$ cat src/rtl/fpu_pkg.sv
// Shared FPU definitions: binary32 field widths, constants, op codes and the
// state encoding of the integer-to-float converter.
package fpu_pkg;

    localparam int FP_BIAS   = 127;
    localparam int FP_EXP_W  = 8;
    localparam int FP_MANT_W = 23;

    localparam logic [31:0] FP_POS_ZERO = 32'h00000000;

    // Operation codes understood by the main fpu block.
    typedef enum logic [2:0] {
        MUL          = 3'b000,
        FLOOR        = 3'b001,
        FLOOR_TO_INT = 3'b010,
        CMP          = 3'b011
    } fpu_op_t;

    // Integer-to-float converter states.
    typedef enum logic [1:0] {
        I2F_IDLE  = 2'd0,
        I2F_NORM  = 2'd1,
        I2F_ROUND = 2'd2,
        I2F_DONE  = 2'd3
    } i2f_state_t;

endpackage

$ cat src/rtl/fpu_round_rne.sv
// Round-to-nearest-even of a normalised magnitude whose hidden bit has already
// been dropped. Input bits [30:8] become the mantissa, bit 7 is the guard bit
// and bits [6:0] fold into sticky. A mantissa carry-out bumps the exponent.
import fpu_pkg::*;

module fpu_round_rne (
    input  logic [30:0]                   mag,
    input  logic [FP_EXP_W-1:0]           exp_in,
    output logic [FP_EXP_W+FP_MANT_W-1:0] result
);

    logic                 guard;
    logic                 sticky;
    logic                 round_up;
    logic [FP_MANT_W:0]   mant_sum;
    logic [FP_EXP_W-1:0]  exp_adj;

    // Decide the rounding increment and fold a mantissa overflow into the exponent.
    always_comb begin
        guard    = mag[7];
        sticky   = |mag[6:0];
        round_up = guard & (sticky | mag[8]);
        mant_sum = {1'b0, mag[30:8]} + {{FP_MANT_W{1'b0}}, round_up};
        exp_adj  = exp_in;
        if (mant_sum[FP_MANT_W]) begin
            // All-ones mantissa rolled over: 1.111..1 + ulp = 10.000..0
            exp_adj = exp_in + {{(FP_EXP_W-1){1'b0}}, 1'b1};
        end
        result = {exp_adj, mant_sum[FP_MANT_W-1:0]};
    end

endmodule

$ cat src/rtl/fpu_int_to_float.sv
// Multi-cycle 32-bit integer to IEEE-754 binary32 converter. The magnitude is
// normalised one bit per cycle, then rounded to nearest-even.
//
// Handshakes: a transfer happens on a rising edge where valid && ready are
// both high. The producer holds data stable while valid is high and ready is
// low; valid may not depend on ready. in_ready is high only in IDLE, and
// out_valid/out_data are held stable in DONE until out_ready is seen.
import fpu_pkg::*;

module fpu_int_to_float (
    input  logic        clk,
    input  logic        rst_n,
    input  logic        in_valid,
    output logic        in_ready,
    input  logic [31:0] in_data,
    input  logic        in_signed,
    output logic        out_valid,
    input  logic        out_ready,
    output logic [31:0] out_data,
    output logic        busy
);

    // Exponent of a value whose leading one sits in bit 31.
    localparam logic [FP_EXP_W-1:0] EXP_START = FP_EXP_W'(FP_BIAS + 31);

    i2f_state_t                       state;
    logic                             sign_r;
    logic [31:0]                      mag_r;
    logic [FP_EXP_W-1:0]              exp_r;
    logic [FP_EXP_W+FP_MANT_W-1:0]    rounded;
    logic                             in_neg;

    assign in_neg   = in_signed & in_data[31];
    assign in_ready = (state == I2F_IDLE);
    assign busy     = (state != I2F_IDLE);

    fpu_round_rne u_round (
        .mag    (mag_r[30:0]),
        .exp_in (exp_r),
        .result (rounded)
    );

    // Converter FSM: capture, normalise, round, then hold the result until taken.
    always_ff @(posedge clk or negedge rst_n) begin
        if (!rst_n) begin
            state     <= I2F_IDLE;
            sign_r    <= 1'b0;
            mag_r     <= 32'd0;
            exp_r     <= '0;
            out_valid <= 1'b0;
            out_data  <= 32'd0;
        end else begin
            case (state)
                I2F_IDLE: begin
                    if (in_valid) begin
                        sign_r <= in_neg;
                        // Negating 0x80000000 yields 0x80000000, which is the right magnitude.
                        mag_r  <= in_neg ? (32'd0 - in_data) : in_data;
                        exp_r  <= EXP_START;
                        if (in_data == 32'd0) begin
                            out_data  <= FP_POS_ZERO;
                            out_valid <= 1'b1;
                            state     <= I2F_DONE;
                        end else begin
                            state     <= I2F_NORM;
                        end
                    end
                end
                I2F_NORM: begin
                    if (mag_r[31]) begin
                        state <= I2F_ROUND;
                    end else begin
                        mag_r <= {mag_r[30:0], 1'b0};
                        exp_r <= exp_r - 8'd1;
                    end
                end
                I2F_ROUND: begin
                    out_data  <= {sign_r, rounded};
                    out_valid <= 1'b1;
                    state     <= I2F_DONE;
                end
                I2F_DONE: begin
                    if (out_ready) begin
                        out_valid <= 1'b0;
                        state     <= I2F_IDLE;
                    end
                end
                default: begin
                    state     <= I2F_IDLE;
                    out_valid <= 1'b0;
                end
            endcase
        end
    end

endmodule

$ cat config.mk
export PLATFORM = sky130hd
export DESIGN_NAME = fpu_int_to_float
export DESIGN_NICKNAME = d
export VERILOG_FILES = /design/src/rtl/fpu_pkg.sv /design/src/rtl/fpu_round_rne.sv /design/src/rtl/fpu_int_to_float.sv
export SDC_FILE = /design/constraint.sdc
export NUM_CORES = 1
export LEC_CHECK = 0
export CORE_ASPECT_RATIO = 1.75
export CORE_UTILIZATION = 55
export DETAILED_ROUTE_END_ITERATION = 6
export PLACE_DENSITY_LB_ADDON = 0.3
export REMOVE_ABC_BUFFERS = 1
export SYNTH_ARGS = -nofsm -noshare
export SYNTH_HDL_FRONTEND = slang
export SYNTH_SLANG_ARGS = --single-unit
$ cat constraint.sdc
create_clock -name clk -period 3.1 [get_ports clk]
set_clock_uncertainty 0.2 [all_clocks]
set_input_delay 0.62 -clock clk [delete_from_list [all_inputs] [get_ports clk]]
set_output_delay 0.62 -clock clk [all_outputs]
set_load 0.01 [all_outputs]
==> Yosys cells after proc, flatten, opt, wreduce, memory -nomap -nowiden <==
Cells that the tools add are included.
{ "classes": {"reduce_logical": 13, "n_eq_ne": 8, "magnitude_cmp": 0, "n_addsub": 4, "div_mod_pow": 0, "n_bitwise": 3, "multipliers": 0, "shift": 0, "n_mux": 20} }
{ "ops": {"columns": ["op", "n"], "rows": [
  ["$mux W32", 5],
  ["$pmux W32 S2", 2],
  ["$logic_not A32 Y1", 1],
  ["$sub A1 B32 Y32 const A", 1],
  ["$add A23 B1 Y24", 1],
  ["$mux W8", 3],
  ["$pmux W8 S2", 1],
  ["$reduce_and A3 Y1", 3],
  ["$add A8 B1 Y8 const B", 1],
  ["$mux W2", 4],
  ["$ne A2 B2 Y1 const B", 4],
  ["$pmux W2 S4", 1],
  ["$sub A8 B1 Y8 const B", 1],
  ["$reduce_or A7 Y1", 1],
  ["$reduce_bool A2 Y1", 3],
  ["$eq A2 B2 Y1 const B", 2],
  ["$reduce_and A2 Y1", 2],
  ["$reduce_and A4 Y1", 1],
  ["$mux W1", 3],
  ["$pmux W1 S3", 1],
  ["$reduce_bool A3 Y1", 1],
  ["$and A1 B1 Y1", 2],
  ["$eq A2 B1 Y1 const B", 1],
  ["$logic_not A2 Y1", 1],
  ["other kinds (2)", 2]
]} }
{ "word_totals": {"word_cells": 55, "mem_bits_rw": 0, "memories": 0, "latch_bits": 0, "rom_bits": 0, "out_inout_bits": 35, "input_bits": 37, "reg_bits": 76} }

==> Logic depth before layout (Yosys ltp) <==
Gate-level depths: netlist of the first run.
{ "logic_depth": {"depth_word": 6, "mapped_depth": 8, "mapped_depth_nobuf": 7} }

==> Hierarchy <==
A second synthesis of the first run with hierarchy kept.
{ "unflattened": {"hier_cells": 494, "hier_area_um2": 4628.2} }
{ "by_module_without_submodules": {"columns": ["mod", "area_each_um2", "seq_area_each_um2", "instances", "cells_each"], "rows": [
  ["fpu_int_to_float", 4006.3, 1901.8, 1, 400],
  ["fpu_round_rne", 621.8, 0.0, 1, 94]
]} }

==> Least setup slack after synthesis of the first run <==
OpenSTA, ideal clock, no wires.
{ "synth_timing": {"path_kind": "input -> register", "start": "in in_data[28]", "end": "reg out_data[0]", "t_required_ps": 2778, "n_path_buf": 1, "arrival_time_ps": 2363, "setup_slack_ps": 416, "cell_stages": 6, "cell_sequence": "or4_1 -> or4_4 -> nor4_4 -> a21oi_2 -> buf_2 -> o2bb2ai_1"} }
{ "synth_via": {"elab_chain_cells": 3} }
{ "synth_lines": {"columns": ["element", "line", "text"], "rows": [
  ["start, declared", "fpu_int_to_float.sv:15", "input logic [31:0] in_data,"],
  ["$logic_not A32 Y1", "fpu_int_to_float.sv:60", "if (in_data == 32'd0) begin"],
  ["$ne A2 B1 Y1 (no source line)", null, null],
  ["$reduce_and A3 Y1 (no source line)", null, null],
  ["end signal, assigned", "fpu_int_to_float.sv:78", "out_data <= {sign_r, rounded};"],
  ["end, declared", "fpu_int_to_float.sv:19", "output logic [31:0] out_data,"]
]} }
No other way between the ends.
A chain may end at the register's enable or synchronous reset.

==> Worst setup path after layout of the first run <==
{ "layout_timing": {"start": "in in_data[28]", "end": "reg out_valid"} }
{ "layout_via": {"elab_chain_cells": 3} }
{ "layout_lines": {"columns": ["element", "line", "text"], "rows": [
  ["$logic_not A32 Y1", "fpu_int_to_float.sv:60", null],
  ["$ne A2 B1 Y1 (no source line)", null, null],
  ["$reduce_and A4 Y1 (no source line)", null, null],
  ["end signal, assigned", "fpu_int_to_float.sv:62", "out_valid <= 1'b1;"],
  ["end signal, assigned", "fpu_int_to_float.sv:79", "out_valid <= 1'b1;"],
  ["end signal, assigned", "fpu_int_to_float.sv:84", "out_valid <= 1'b0;"],
  ["end, declared", "fpu_int_to_float.sv:17", "output logic out_valid,"]
]} }
No other way between the ends.

==> results of run 1 <==
## final cells by class
type	count	area, µm²	share of cell area (%)
well taps	92	115	1.90
multi-input cells	371	2520	41.7
clock inverters	5	50.0	0.828
repair buffers	123	1110	18.3
clock buffers	11	253	4.18
flip-flops and latches	76	1900	31.5
inverters	25	93.8	1.55
## power groups by stage
| stage | sequential (mW) | clock, mW | combinational, mW |
|---|---|---|---|
| finish | 1.90 | 1.06 | 2.56 |
| detailed placement | 1.89 | 0 | 2.53 |
| floorplan | 1.86 | 0 | 1.38 |
| CTS | 1.89 | 1.06 | 2.55 |
| global route | 1.95 | 1.10 | 2.78 |
| global placement | 1.87 | 0 | 2.43 |
## per-stage QoR
step                      hold slack (ps)  std cells  util (%)  TNS [ps]
after floorplan                       124        472         -         0
after global placement                271        687      69.5     -7130
after detailed placement              275        687      69.5     -8360
after CTS                            15.6        703      73.2         0
after global routing                 39.7        703      73.2         0
final                                8.53        703      73.2         0
## worst max-delay path, delay by kind of cell
kind,cells,cell delay [ps]
buffers and inverters,2,570
AOI/OAI and AO/OA,3,680
and+or+nand+nor,2,1130
## cells in the mapped netlist, drive strengths merged, types with 8 or more instances
cell / count / area [µm²]
xor2: 29 / 254
inv: 25 / 93.8
o21ai: 30 / 154
o22ai: 12 / 75.1
a31oi: 8 / 50.1
nand2: 41 / 154
mux2i: 11 / 110
xnor2: 30 / 263
nor2: 20 / 75.1
ha: 9 / 113
nor3: 15 / 75.1
nand4: 10 / 62.6
clkbuf: 21 / 78.8
nand3: 15 / 75.1
a21oi: 23 / 119
a22oi: 10 / 75.1
or3: 8 / 50.1
o2bb2ai: 25 / 219
dfrtp: 76 / 1900
nor4: 15 / 115
## cells by family (layout without fill, tap and decap cells)
| kind of cell | Yosys count | after routing | synth area share (%) |
|---|---|---|---|
| AOI/OAI and AO/OA | 135 | 135 | 19.8 |
| xor gates and xnor gates | 59 | 59 | 11.1 |
| adders and majority gates | 9 | 9 | 2.43 |
| buffers and inverters | 52 | 164 | 4.59 |
| DFF | 76 | 76 | 41.0 |
| muxes | 14 | 14 | 3.10 |
| and+or+nand+nor | 154 | 154 | 17.9 |
## worst paths after layout
path | startpoint | to | depth (start not counted)
max | in_data[28] | out_valid$_DFFE_PN0P_ | 7
min | rst_n | out_data[2]$_DFFE_PN0P_ | 1
max reg2reg | state[1]$_DFFE_PN0P_ | exp_r[7]$_DFFE_PN0P_ | 7
min reg2reg | out_data[11]$_DFFE_PN0P_ | out_data[11]$_DFFE_PN0P_ | 1
max in group asynchronous | rst_n | mag_r[18]$_DFFE_PN0P_ | 2
min in group clk | out_data[11]$_DFFE_PN0P_ | out_data[11]$_DFFE_PN0P_ | 1
## metal layers
metal  routed length [µm]  share of wire (%)  vias to the layer above
li1                     -                  -                     2042
met1                 4810                 37                     2125
met2                 6970                 53                      198
met3                  660                5.0                       52
met4                  641                4.9                        0
met5                    0                  0                        -
## registers in the layout (all words and copies together) (netlist names)
| register | cells |
|---|---|
| state | 2 |
| exp_r | 8 |
| out_data | 32 |
| mag_r | 32 |
| sign_r | 1 |
| out_valid | 1 |
## repair_timing
item,CTS,global route
setup endpoints to repair,0,25
setup buffers,0,0
hold buffers,0,0
==> reports/metrics.cfg, run 1 <==
[status]
status = finished with violations
violations = design-rule violations

[worst_setup_path]
worstPathCellList = clkdlybuf4s50_1 > or4_1 > or4_4 > buf_4 > o41a_1 > o21ai_0 > o31ai_1
required_ps = 3110
end_kind = register
worstSetupPathType = in2reg
slowest_stage = or4_1
crit_arrival_ps = 3010
reg2reg_slack_ps = 470
crit_fanout = 2
cp-start-kind = input pin
cpPeakStageDelay_ps = 580

[global_routing]
grt_max_degree = 31
grt_util_met3_pct = 4.81
grt_overflow = 0
grt_pass1_wl_um = 21000
grt_use_met1_pct = 33.5
grtUsageTotal_pct = 31.5
grt.busiest_layer = met2
grt_pass1_vias = 4412
grt_util_met2_pct = 57.4
antenna_found_initial = 0

[pwr]
power_mw = 5.52
intPower_mw = 3.31
leakagePower_nw = 2.46
seqPwrFrac_pct = 34.4
powerDensity_nw_per_um2 = 914
pwr-share-comb_pct = 46.4
power_switching_mw = 2.21
p_sw_share_pct = 40.0
ir_worst_vdd_v = 0.000421
pwr-share-clk_pct = 19.2

[yosys]
ys.flop_type = dfrtp_1
netlist_instances = 499
yosysSeqAreaShare_pct = 41.0
ys_ff_latch = 76
yosysWarnings = 0
synth_cell_types = 53
syn_area_um2 = 4640
synth.avg_cell_area_um2 = 9.29
async_reset_ff_share_pct = 100
synth-edff-count = 0

[layout]
n_antenna_cell = 0
area_delta_synth_final_pct = 30.4
drive_gt1_share_pct = 12.6
fin_nets = 652
layout_common_cells = dfrtp_1, clkdlybuf4s50_1, buf_4, nand2_1, xnor2_1
final_area_um2 = 6040
fill_cells = 639
layout_commonest_cell = dfrtp_1

[floorplan]
dieArea_um2 = 8820
start_util_pct = 56.2
pin_count = 72
die-width_um = 71.4
num_rows = 44
die_y_um = 123
core_um2 = 8260

[routing]
drtIter0Drc = 413
postRouteAntennaNets = 0
dr.pass1.iters = 7
avgRoutedWirePerCell_um = 18.6
drc = 4
vias = 4417
viasPerCell = 6.28
wl_um = 13100

[cts]
htreeDepth = 3
cts_root_buf = clkbuf_16
cts_buffers = 9
clkTransAtPathRegs_ps = 50
post_cts_resized = 0
cts_sinks = 76
clk_latency_ps = 340
cts_buffer_depth = 2
tritoncts = done

[timing]
worst_slew_pin_slew_ps = 624
period_share_pct = 96.7
maxSlewViolCount = 0
grt_setup_unrepaired = false
fmax_mhz = 334
timing_hold_violations_final = 0
finalSetupViolations = 0
relSlewSlack_pct = 58.3
fin_crit_ps = 3000
fin_ws_ps = 103

[min_path]
hold_path.class = in2async

[place]
dpl.hpwl_um = 9910
place_ws_ps = -279
gp_congestion = 0.961
io_buffer_count = 71
dpl-instance-area_um2 = 5740

[run]
max-cap-violations = 0

(Power assumes the default switching activity.)
==> run 2, diff against run 1 <==
--- a/config.mk
+++ b/config.mk
@@ -7,6 +7,7 @@
 export LEC_CHECK = 0
 export CORE_ASPECT_RATIO = 1.75
 export CORE_UTILIZATION = 55
+export CTS_CLUSTER_DIAMETER = 200
 export DETAILED_ROUTE_END_ITERATION = 6
 export PLACE_DENSITY_LB_ADDON = 0.3
 export REMOVE_ABC_BUFFERS = 1
==> results of run 2 <==
No change in the layout: final DEF, timing and power equal those of run 1.
==> run 3, diff against run 2 <==
--- a/config.mk
+++ b/config.mk
@@ -5,6 +5,7 @@
 export SDC_FILE = /design/constraint.sdc
 export NUM_CORES = 1
 export LEC_CHECK = 0
+export CAP_MARGIN = 10
 export CORE_ASPECT_RATIO = 1.75
 export CORE_UTILIZATION = 55
 export CTS_CLUSTER_DIAMETER = 200
==> results of run 3 <==
No change in the layout: final DEF, timing and power equal those of run 1.
